===== config.mk =====
export PLATFORM = sky130hd
export DESIGN_NAME = axis_pkt_fifo_flat
export DESIGN_NICKNAME = d
export VERILOG_FILES = /design/src/rtl/dma_pkg.sv /design/src/rtl/axis_pkt_fifo_if.sv /design/src/rtl/fifo_ram_2p.sv /design/src/rtl/axis_pkt_fifo.sv /design/src/flat_wrapper.sv
export SDC_FILE = /design/constraint.sdc
export NUM_CORES = 2
export LEC_CHECK = 0
export BUFFER_PORTS_ARGS = -buffer_cell sky130_fd_sc_hd__buf_2
export CELL_PAD_IN_SITES_DETAIL_PLACEMENT = 0
export CELL_PAD_IN_SITES_GLOBAL_PLACEMENT = 1
export CORE_ASPECT_RATIO = 1.4
export CORE_MARGIN = 8
export CORE_UTILIZATION = 54
export CTS_BUF_LIST = sky130_fd_sc_hd__clkbuf_4
export DETAILED_ROUTE_END_ITERATION = 6
export GPL_TIMING_DRIVEN = 0
export PLACE_DENSITY = 0.91
export SETUP_SLACK_MARGIN = 0.15
export SYNTH_ARGS = -nofsm -noshare
export SYNTH_HDL_FRONTEND = slang
export SYNTH_SLANG_ARGS = --single-unit

===== constraint.sdc =====
create_clock -name clk -period 26.3 [get_ports clk]
set_input_delay 2.63 -clock clk [delete_from_list [all_inputs] [get_ports clk]]
set_output_delay 2.63 -clock clk [all_outputs]
set_load 0.05 [all_outputs]

===== src/rtl/dma_pkg.sv =====
// Shared definitions for the DMA stream path: packet width, default FIFO depth
// and the packet data type carried on the AXIS links.
package dma_pkg;

  localparam int AXIS_W        = 192;
  localparam int DEFAULT_DEPTH = 8;

  typedef logic [AXIS_W-1:0] axis_pkt_t;

endpackage


===== src/rtl/axis_pkt_fifo_if.sv =====
// One AXIS packet link: data, valid and ready. The master drives data/valid,
// the slave drives ready.
interface axis_pkt_fifo_if;
  import dma_pkg::*;

  axis_pkt_t tdata;
  logic      tvalid;
  logic      tready;

  modport master (output tdata, output tvalid, input tready);
  modport slave  (input tdata, input tvalid, output tready);

endinterface


===== src/rtl/fifo_ram_2p.sv =====
// Simple dual-port storage array: one write port and one registered read port.
// A read of the address being written in the same cycle returns the new data,
// so the consumer never sees a stale head entry.
module fifo_ram_2p #(
  parameter  int W     = 192,
  parameter  int DEPTH = 8,
  localparam int AW    = $clog2(DEPTH)
) (
  input  logic          clk,
  input  logic          we,
  input  logic [AW-1:0] wr_addr,
  input  logic [W-1:0]  wr_data,
  input  logic [AW-1:0] rd_addr,
  output logic [W-1:0]  rd_data
);

  logic [W-1:0] mem [DEPTH];

  // Write port plus registered read with write-to-read forwarding.
  always_ff @(posedge clk) begin
    if (we) begin
      mem[wr_addr] <= wr_data;
    end
    rd_data <= (we && (wr_addr == rd_addr)) ? wr_data : mem[rd_addr];
  end

endmodule


===== src/rtl/axis_pkt_fifo.sv =====
// First-word-fall-through packet FIFO between the DMA RX stream and the CGRA
// ingress. The output register is one of the DEPTH entries; the remaining
// entries live in fifo_ram_2p. A push into an empty output stage bypasses the
// RAM so data appears one cycle after it is accepted.
module axis_pkt_fifo
  import dma_pkg::*;
#(
  parameter int DEPTH        = DEFAULT_DEPTH,
  parameter int AFULL_THRESH = DEPTH - 2,
  parameter int CNT_W        = 32
) (
  input  logic                    clk,
  input  logic                    rst,
  input  logic                    clr_stats,
  axis_pkt_fifo_if.slave          s_axis,
  axis_pkt_fifo_if.master         m_axis,
  output logic [$clog2(DEPTH):0]  level,
  output logic                    almost_full,
  output logic                    overflow_err,
  output logic [CNT_W-1:0]        pkt_in_cnt,
  output logic [CNT_W-1:0]        pkt_out_cnt,
  output logic [CNT_W-1:0]        stall_cnt
);

  localparam int PW = $clog2(DEPTH);
  localparam int LW = PW + 1;
  localparam logic [LW-1:0] FULL_LVL  = LW'(DEPTH);
  localparam logic [LW-1:0] AFULL_LVL = LW'(AFULL_THRESH);

  logic [PW-1:0] wr_ptr_reg, rd_ptr_reg, rd_ptr_next, ram_rd_addr;
  logic [LW-1:0] level_reg, level_next, ram_cnt;
  logic          tready_reg, out_valid_reg, afull_reg, ovf_reg;
  axis_pkt_t     out_data_reg, ram_rd_data;
  logic          push, pop, full, load_out, ram_has, ram_we, ram_re;
  logic [2:0]    cnt_inc;

  assign full     = (level_reg == FULL_LVL);
  assign push     = s_axis.tvalid & tready_reg;
  assign pop      = out_valid_reg & m_axis.tready;
  // Entries held in the RAM exclude the one sitting in the output register.
  assign ram_cnt  = level_reg - LW'(out_valid_reg);
  assign ram_has  = (ram_cnt != '0);
  assign load_out = !out_valid_reg || pop;
  assign ram_re   = load_out && ram_has;
  // A push goes to the RAM unless it can bypass straight into the output stage.
  assign ram_we   = push && !(load_out && !ram_has);
  assign rd_ptr_next = rd_ptr_reg + PW'(ram_re);
  assign ram_rd_addr = rst ? '0 : rd_ptr_next;
  assign level_next  = level_reg + LW'(push) - LW'(pop);

  fifo_ram_2p #(
    .W     (AXIS_W),
    .DEPTH (DEPTH)
  ) u_ram (
    .clk     (clk),
    .we      (ram_we),
    .wr_addr (wr_ptr_reg),
    .wr_data (s_axis.tdata),
    .rd_addr (ram_rd_addr),
    .rd_data (ram_rd_data)
  );

  // Pointer, level, flag and output-stage state.
  always_ff @(posedge clk) begin
    if (rst) begin
      wr_ptr_reg    <= '0;
      rd_ptr_reg    <= '0;
      level_reg     <= '0;
      tready_reg    <= 1'b0;
      out_valid_reg <= 1'b0;
      out_data_reg  <= '0;
      afull_reg     <= 1'b0;
      ovf_reg       <= 1'b0;
    end else begin
      if (ram_we) begin
        wr_ptr_reg <= wr_ptr_reg + PW'(1);
      end
      rd_ptr_reg <= rd_ptr_next;
      level_reg  <= level_next;
      tready_reg <= (level_next != FULL_LVL);
      afull_reg  <= (level_next >= AFULL_LVL);
      if (s_axis.tvalid && full) begin
        ovf_reg <= 1'b1;
      end
      if (load_out) begin
        out_valid_reg <= ram_has || push;
        if (ram_has) begin
          out_data_reg <= ram_rd_data;
        end else if (push) begin
          out_data_reg <= s_axis.tdata;
        end
      end
    end
  end

  // Counter events: bit 0 accepted ingress, bit 1 delivered egress, bit 2 stall.
  assign cnt_inc = {out_valid_reg && !m_axis.tready, pop, push};

  for (genvar gi = 0; gi < 3; gi++) begin : g_cnt
    logic [CNT_W-1:0] cnt_reg;

    // Saturating status counter; clr_stats wins over a same-cycle increment.
    always_ff @(posedge clk) begin
      if (rst || clr_stats) begin
        cnt_reg <= '0;
      end else if (cnt_inc[gi] && (cnt_reg != '1)) begin
        cnt_reg <= cnt_reg + CNT_W'(1);
      end
    end
  end

  assign s_axis.tready = tready_reg;
  assign m_axis.tvalid = out_valid_reg;
  assign m_axis.tdata  = out_data_reg;
  assign level         = level_reg;
  assign almost_full   = afull_reg;
  assign overflow_err  = ovf_reg;
  assign pkt_in_cnt    = g_cnt[0].cnt_reg;
  assign pkt_out_cnt   = g_cnt[1].cnt_reg;
  assign stall_cnt     = g_cnt[2].cnt_reg;

endmodule


===== src/flat_wrapper.sv =====
// flat-port wrapper written by rule: the top's interface ports become plain ports
module axis_pkt_fifo_flat import dma_pkg::*;
#(
  parameter int DEPTH        = DEFAULT_DEPTH,
  parameter int AFULL_THRESH = DEPTH - 2,
  parameter int CNT_W        = 32
)
  (clk, rst, clr_stats, level, almost_full, overflow_err, pkt_in_cnt, pkt_out_cnt, stall_cnt, s_axis_tdata, s_axis_tvalid, s_axis_tready, m_axis_tdata, m_axis_tvalid, m_axis_tready);
  axis_pkt_fifo_if s_axis_i ();
  axis_pkt_fifo_if m_axis_i ();
  input  logic clk;
  input  logic rst;
  input  logic clr_stats;
  output logic [$clog2(DEPTH):0] level;
  output logic almost_full;
  output logic overflow_err;
  output logic [CNT_W-1:0] pkt_in_cnt;
  output logic [CNT_W-1:0] pkt_out_cnt;
  output logic [CNT_W-1:0] stall_cnt;
  input wire logic [$bits(s_axis_i.tdata)-1:0] s_axis_tdata;
  input wire logic [$bits(s_axis_i.tvalid)-1:0] s_axis_tvalid;
  output wire logic [$bits(s_axis_i.tready)-1:0] s_axis_tready;
  output wire logic [$bits(m_axis_i.tdata)-1:0] m_axis_tdata;
  output wire logic [$bits(m_axis_i.tvalid)-1:0] m_axis_tvalid;
  input wire logic [$bits(m_axis_i.tready)-1:0] m_axis_tready;
  assign s_axis_i.tdata = s_axis_tdata;
  assign s_axis_i.tvalid = s_axis_tvalid;
  assign s_axis_tready = s_axis_i.tready;
  assign m_axis_tdata = m_axis_i.tdata;
  assign m_axis_tvalid = m_axis_i.tvalid;
  assign m_axis_i.tready = m_axis_tready;
  axis_pkt_fifo #(.DEPTH(DEPTH), .AFULL_THRESH(AFULL_THRESH), .CNT_W(CNT_W)) u_core (.clk(clk), .rst(rst), .clr_stats(clr_stats), .s_axis(s_axis_i), .m_axis(m_axis_i), .level(level), .almost_full(almost_full), .overflow_err(overflow_err), .pkt_in_cnt(pkt_in_cnt), .pkt_out_cnt(pkt_out_cnt), .stall_cnt(stall_cnt));
endmodule

==> impl_results.md <==
* Synthesis-to-finish area growth at 17.6%
* Final Cycle Share at 21.5%
* Max reg flops at 1536
* Post-Synth Adder-Cell Area at 0.262%
* Layout cells sized above 1 at 35.4%
* Top Ports at 493
* Crit Path Max Fanout at 10
* #FFs+latches synth at 1838
* Synth Instances at 3731
* Post-synthesis mux area share at 15.3%
* Critical path endpoint category: flip-flop
* Die H at 441 um
* Critical Path Start Type: input port
* Initial Util at 54.3%
* Outcome: complete, but fails checks
* Final Slew Violations at 0
* Place WS at 19.43 ns
* Clock root buffer: clkbuf_4
* Final Hold Fails at 0
* Crit path arrival time at 6.64 ns
* Async S/R FF share, synth at 0%
* Synth unique cells at 56
* CTS tree: yes
* Row cnt at 156
* Total Power at 7.86 mW
* Die width at 320 um
* Fillers at 8740
* Mapped Area at 69800 um2
* CTS Buf Count at 422
* Power Density at 95.8 nW/um2
* Setup_tns at 0 ns
* Hold buffers post-CTS at 0
* Detailed Route Iter0 Violations at 3306
* Core ar. at 129000 um2
* Yosys synthesis warning count at 0
* Syn Nets at 3942
* Setup Fix Bufs, Post-CTS at 0
* Syn Area/Cell at 18.7 um2
* Post-synth EDFFs at 1536
* Static leakage at 27.4 nW
* Routed vias/inst at 5.87
* Vias after detailed routing at 40384
* Post-DR wirelength/cell at 25.3 um
* Global-route wire length before repair at 258 mm
* Antenna violations before repair at 47
* Worst-margin pin slew at 1.49 ns
* Clk_lat worst skew at 1.34 ns
* Htree depth at 5
* Reg-to-reg slack, setup at 21.44 ns
* Hold Crit Class: reg2reg
* Final setup fails at 0
* Final WL at 174 mm
* Maxcap violations at 1
* GRT Residual Overflow at 0
* Worst Slack Setup Final at 20.65 ns
* Die ar. at 141000 um2
* Simple-gate share of the synthesized area at 4.57%
* Post-cts resize count at 0
* Gp weighted congestion at 0.849
* Worst IR Drop VDD at 0.0763 mV
* Register area at 52200 um2
* Remaining DRCs at 0
* Post-layout min period at 5.65 ns
* Nets at 5069
* Top_reg_cell synth: edfxtp_1
* Final design utilization at 63.8%
* DP HPWL at 119 mm
* Failing checks: capacitance limit
* Port-buffer cells at 492
* Xor/xnor share of the synthesized area at 0.402%
* Largest net degree at the start of global routing at 26
* Clock-pin slew on the worst setup and hold paths at 0.07 ns
* ANT nets after route at 0
* Unrepaired setup endpoints after global routing: no
* Fraction of the mapped netlist area in compound gates at 3.39%
* Critical Path RT at 27.29 ns
* Largest register by flop count: u_core.u_ram.mem
* Main combinational cell family by area after synthesis: multiplexers
* Vias in the first global route at 41557
* Clk_skew at 0.136 ns
* First-pass DRT Iterations at 7
* Clk buf depth at 4
* Global Route Usage Sum at 24.4%
* Post-synthesis sequential area ratio at 74.8%
* Max Fclk at 177 MHz
* CP Class: in2reg
* Sink Count at 1838
* Area of the multi-input gates at 16700 um2
* Slew HR at 0.404%
-- cells in the mapped netlist (all sizes together), types with 5 or more instances --
master,number,area [um2]
and4,13,114
dfxtp,302,6050
nand3,43,215
nor4,14,103
mux2i,201,2010
a31oi,7,43.8
nand4,29,194
nor2,51,191
or4,22,169
xnor2,24,210
clkbuf,128,480
edfxtp,1536,46100
o211ai,196,1470
or2,6,37.5
o31ai,19,161
o21ai,38,190
nor3,13,76.3
a21oi,55,275
and2,5,31.3
buf,80,387
inv,19,71.3
nand2,435,1630
ha,13,163
xor2,8,70.1
a2111oi,5,60.1
or3,44,280
mux4,384,8650
and3,10,62.6
-- layout make-up --
type	instances	area share, %
plain buffers	208	1.06
clock inverters	109	0.686
flip-flops and latches	1838	63.6
repair buffers	703	5.62
multi-input cells	1666	20.4
clock buffers	651	5.96
well taps	1659	2.53
diodes	30	0.0915
inverters	19	0.0869
-- final timing paths --
path                            cells after the start              startpoint                       end
worst max-delay path                               15           m_axis_tready  u_core.u_ram.mem[3][133]
worst min-delay path                                2  u_core.m_axis.tdata[9]    u_core.m_axis.tdata[9]
worst max register to register                     16         u_core.level[1]  u_core.u_ram.mem[3][133]
worst min register to register                      2  u_core.m_axis.tdata[9]    u_core.m_axis.tdata[9]
-- power by group --
| part | switching (mW) | total [mW] | leakage, nW | internal, mW |
|---|---|---|---|---|
| logic | 1.31 | 2.12 | 7.77 | 0.805 |
| clock network | 1.08 | 2.25 | 3.27 | 1.17 |
| registers | 0.0985 | 3.49 | 16.3 | 3.39 |
| total | 2.49 | 7.86 | 27.4 | 5.37 |
-- layer usage --
layer,wire (um),part of all wire [%],up-vias,GRT usage [%]
li1,-,-,17624,-
met1,64200,37,20464,30.0
met3,15800,9.1,388,6.83
met2,87600,50,1878,40.8
met4,6210,3.6,30,10.1
met5,181,0.10,-,0
-- worst max-delay path: stages --
cell      delay (ns)
buf_2           0.11
nor2b_1         0.10
clkbuf_1        0.42
o31ai_2         0.31
or2_2           0.42
nor3b_2         0.90
buf_6           0.29
buf_6           0.18
buf_6           0.18
buf_6           0.19
buf_8           0.17
buf_8           0.16
buf_6           0.18
buf_6           0.17
buf_6           0.18
-- logic make-up (layout without fill, tap and decap cells) --
logic type | count (synthesis) | in the layout
AO/OA/AOI/OAI | 339 | 339
XOR/XNOR | 32 | 32
adder cells (fa/ha/maj) | 14 | 14
buffers and inverters | 227 | 1690
flip-flops | 1838 | 1838
multiplexers | 585 | 585
other | 0 | 30
AND/OR/NAND/NOR | 696 | 696
-- metrics by stage --
step | hold slack (ns) | cell area (um2) | cells
2_1_floorplan | 0.557 | 69800 | 3731
5_1_grt | 0.497 | 82000 | 6864
3_5_place_dp | 0.463 | 76500 | 6093
4_1_cts | 0.480 | 82000 | 6853
6_report | 0.476 | 82000 | 6883
3_3_place_gp | 0.460 | 74300 | 5882
-- cells in the final DEF, fill, tap and decap left out, types with 27 or more instances in the layout --
| cell | netlist | layout |
|---|---|---|
| nand4_1 | 27 | 27 |
| edfxtp_1 | 1536 | 1536 |
| clkbuf_1 | 128 | 127 |
| nand2_1 | 435 | 435 |
| mux2i_1 | 201 | 201 |
| buf_1 | 31 | 31 |
| buf_4 | 0 | 91 |
| diode_2 | 0 | 30 |
| a21oi_1 | 55 | 55 |
| o211ai_1 | 196 | 196 |
| nor2_1 | 51 | 50 |
| o21ai_0 | 32 | 32 |
| buf_6 | 4 | 104 |
| dfxtp_1 | 302 | 302 |
| nand3_1 | 43 | 43 |
| buf_2 | 45 | 537 |
| clkinv_1 | 0 | 85 |
| or3_1 | 43 | 43 |
| clkbuf_4 | 0 | 651 |
| mux4_2 | 384 | 384 |
(Power assumes the default switching activity.)
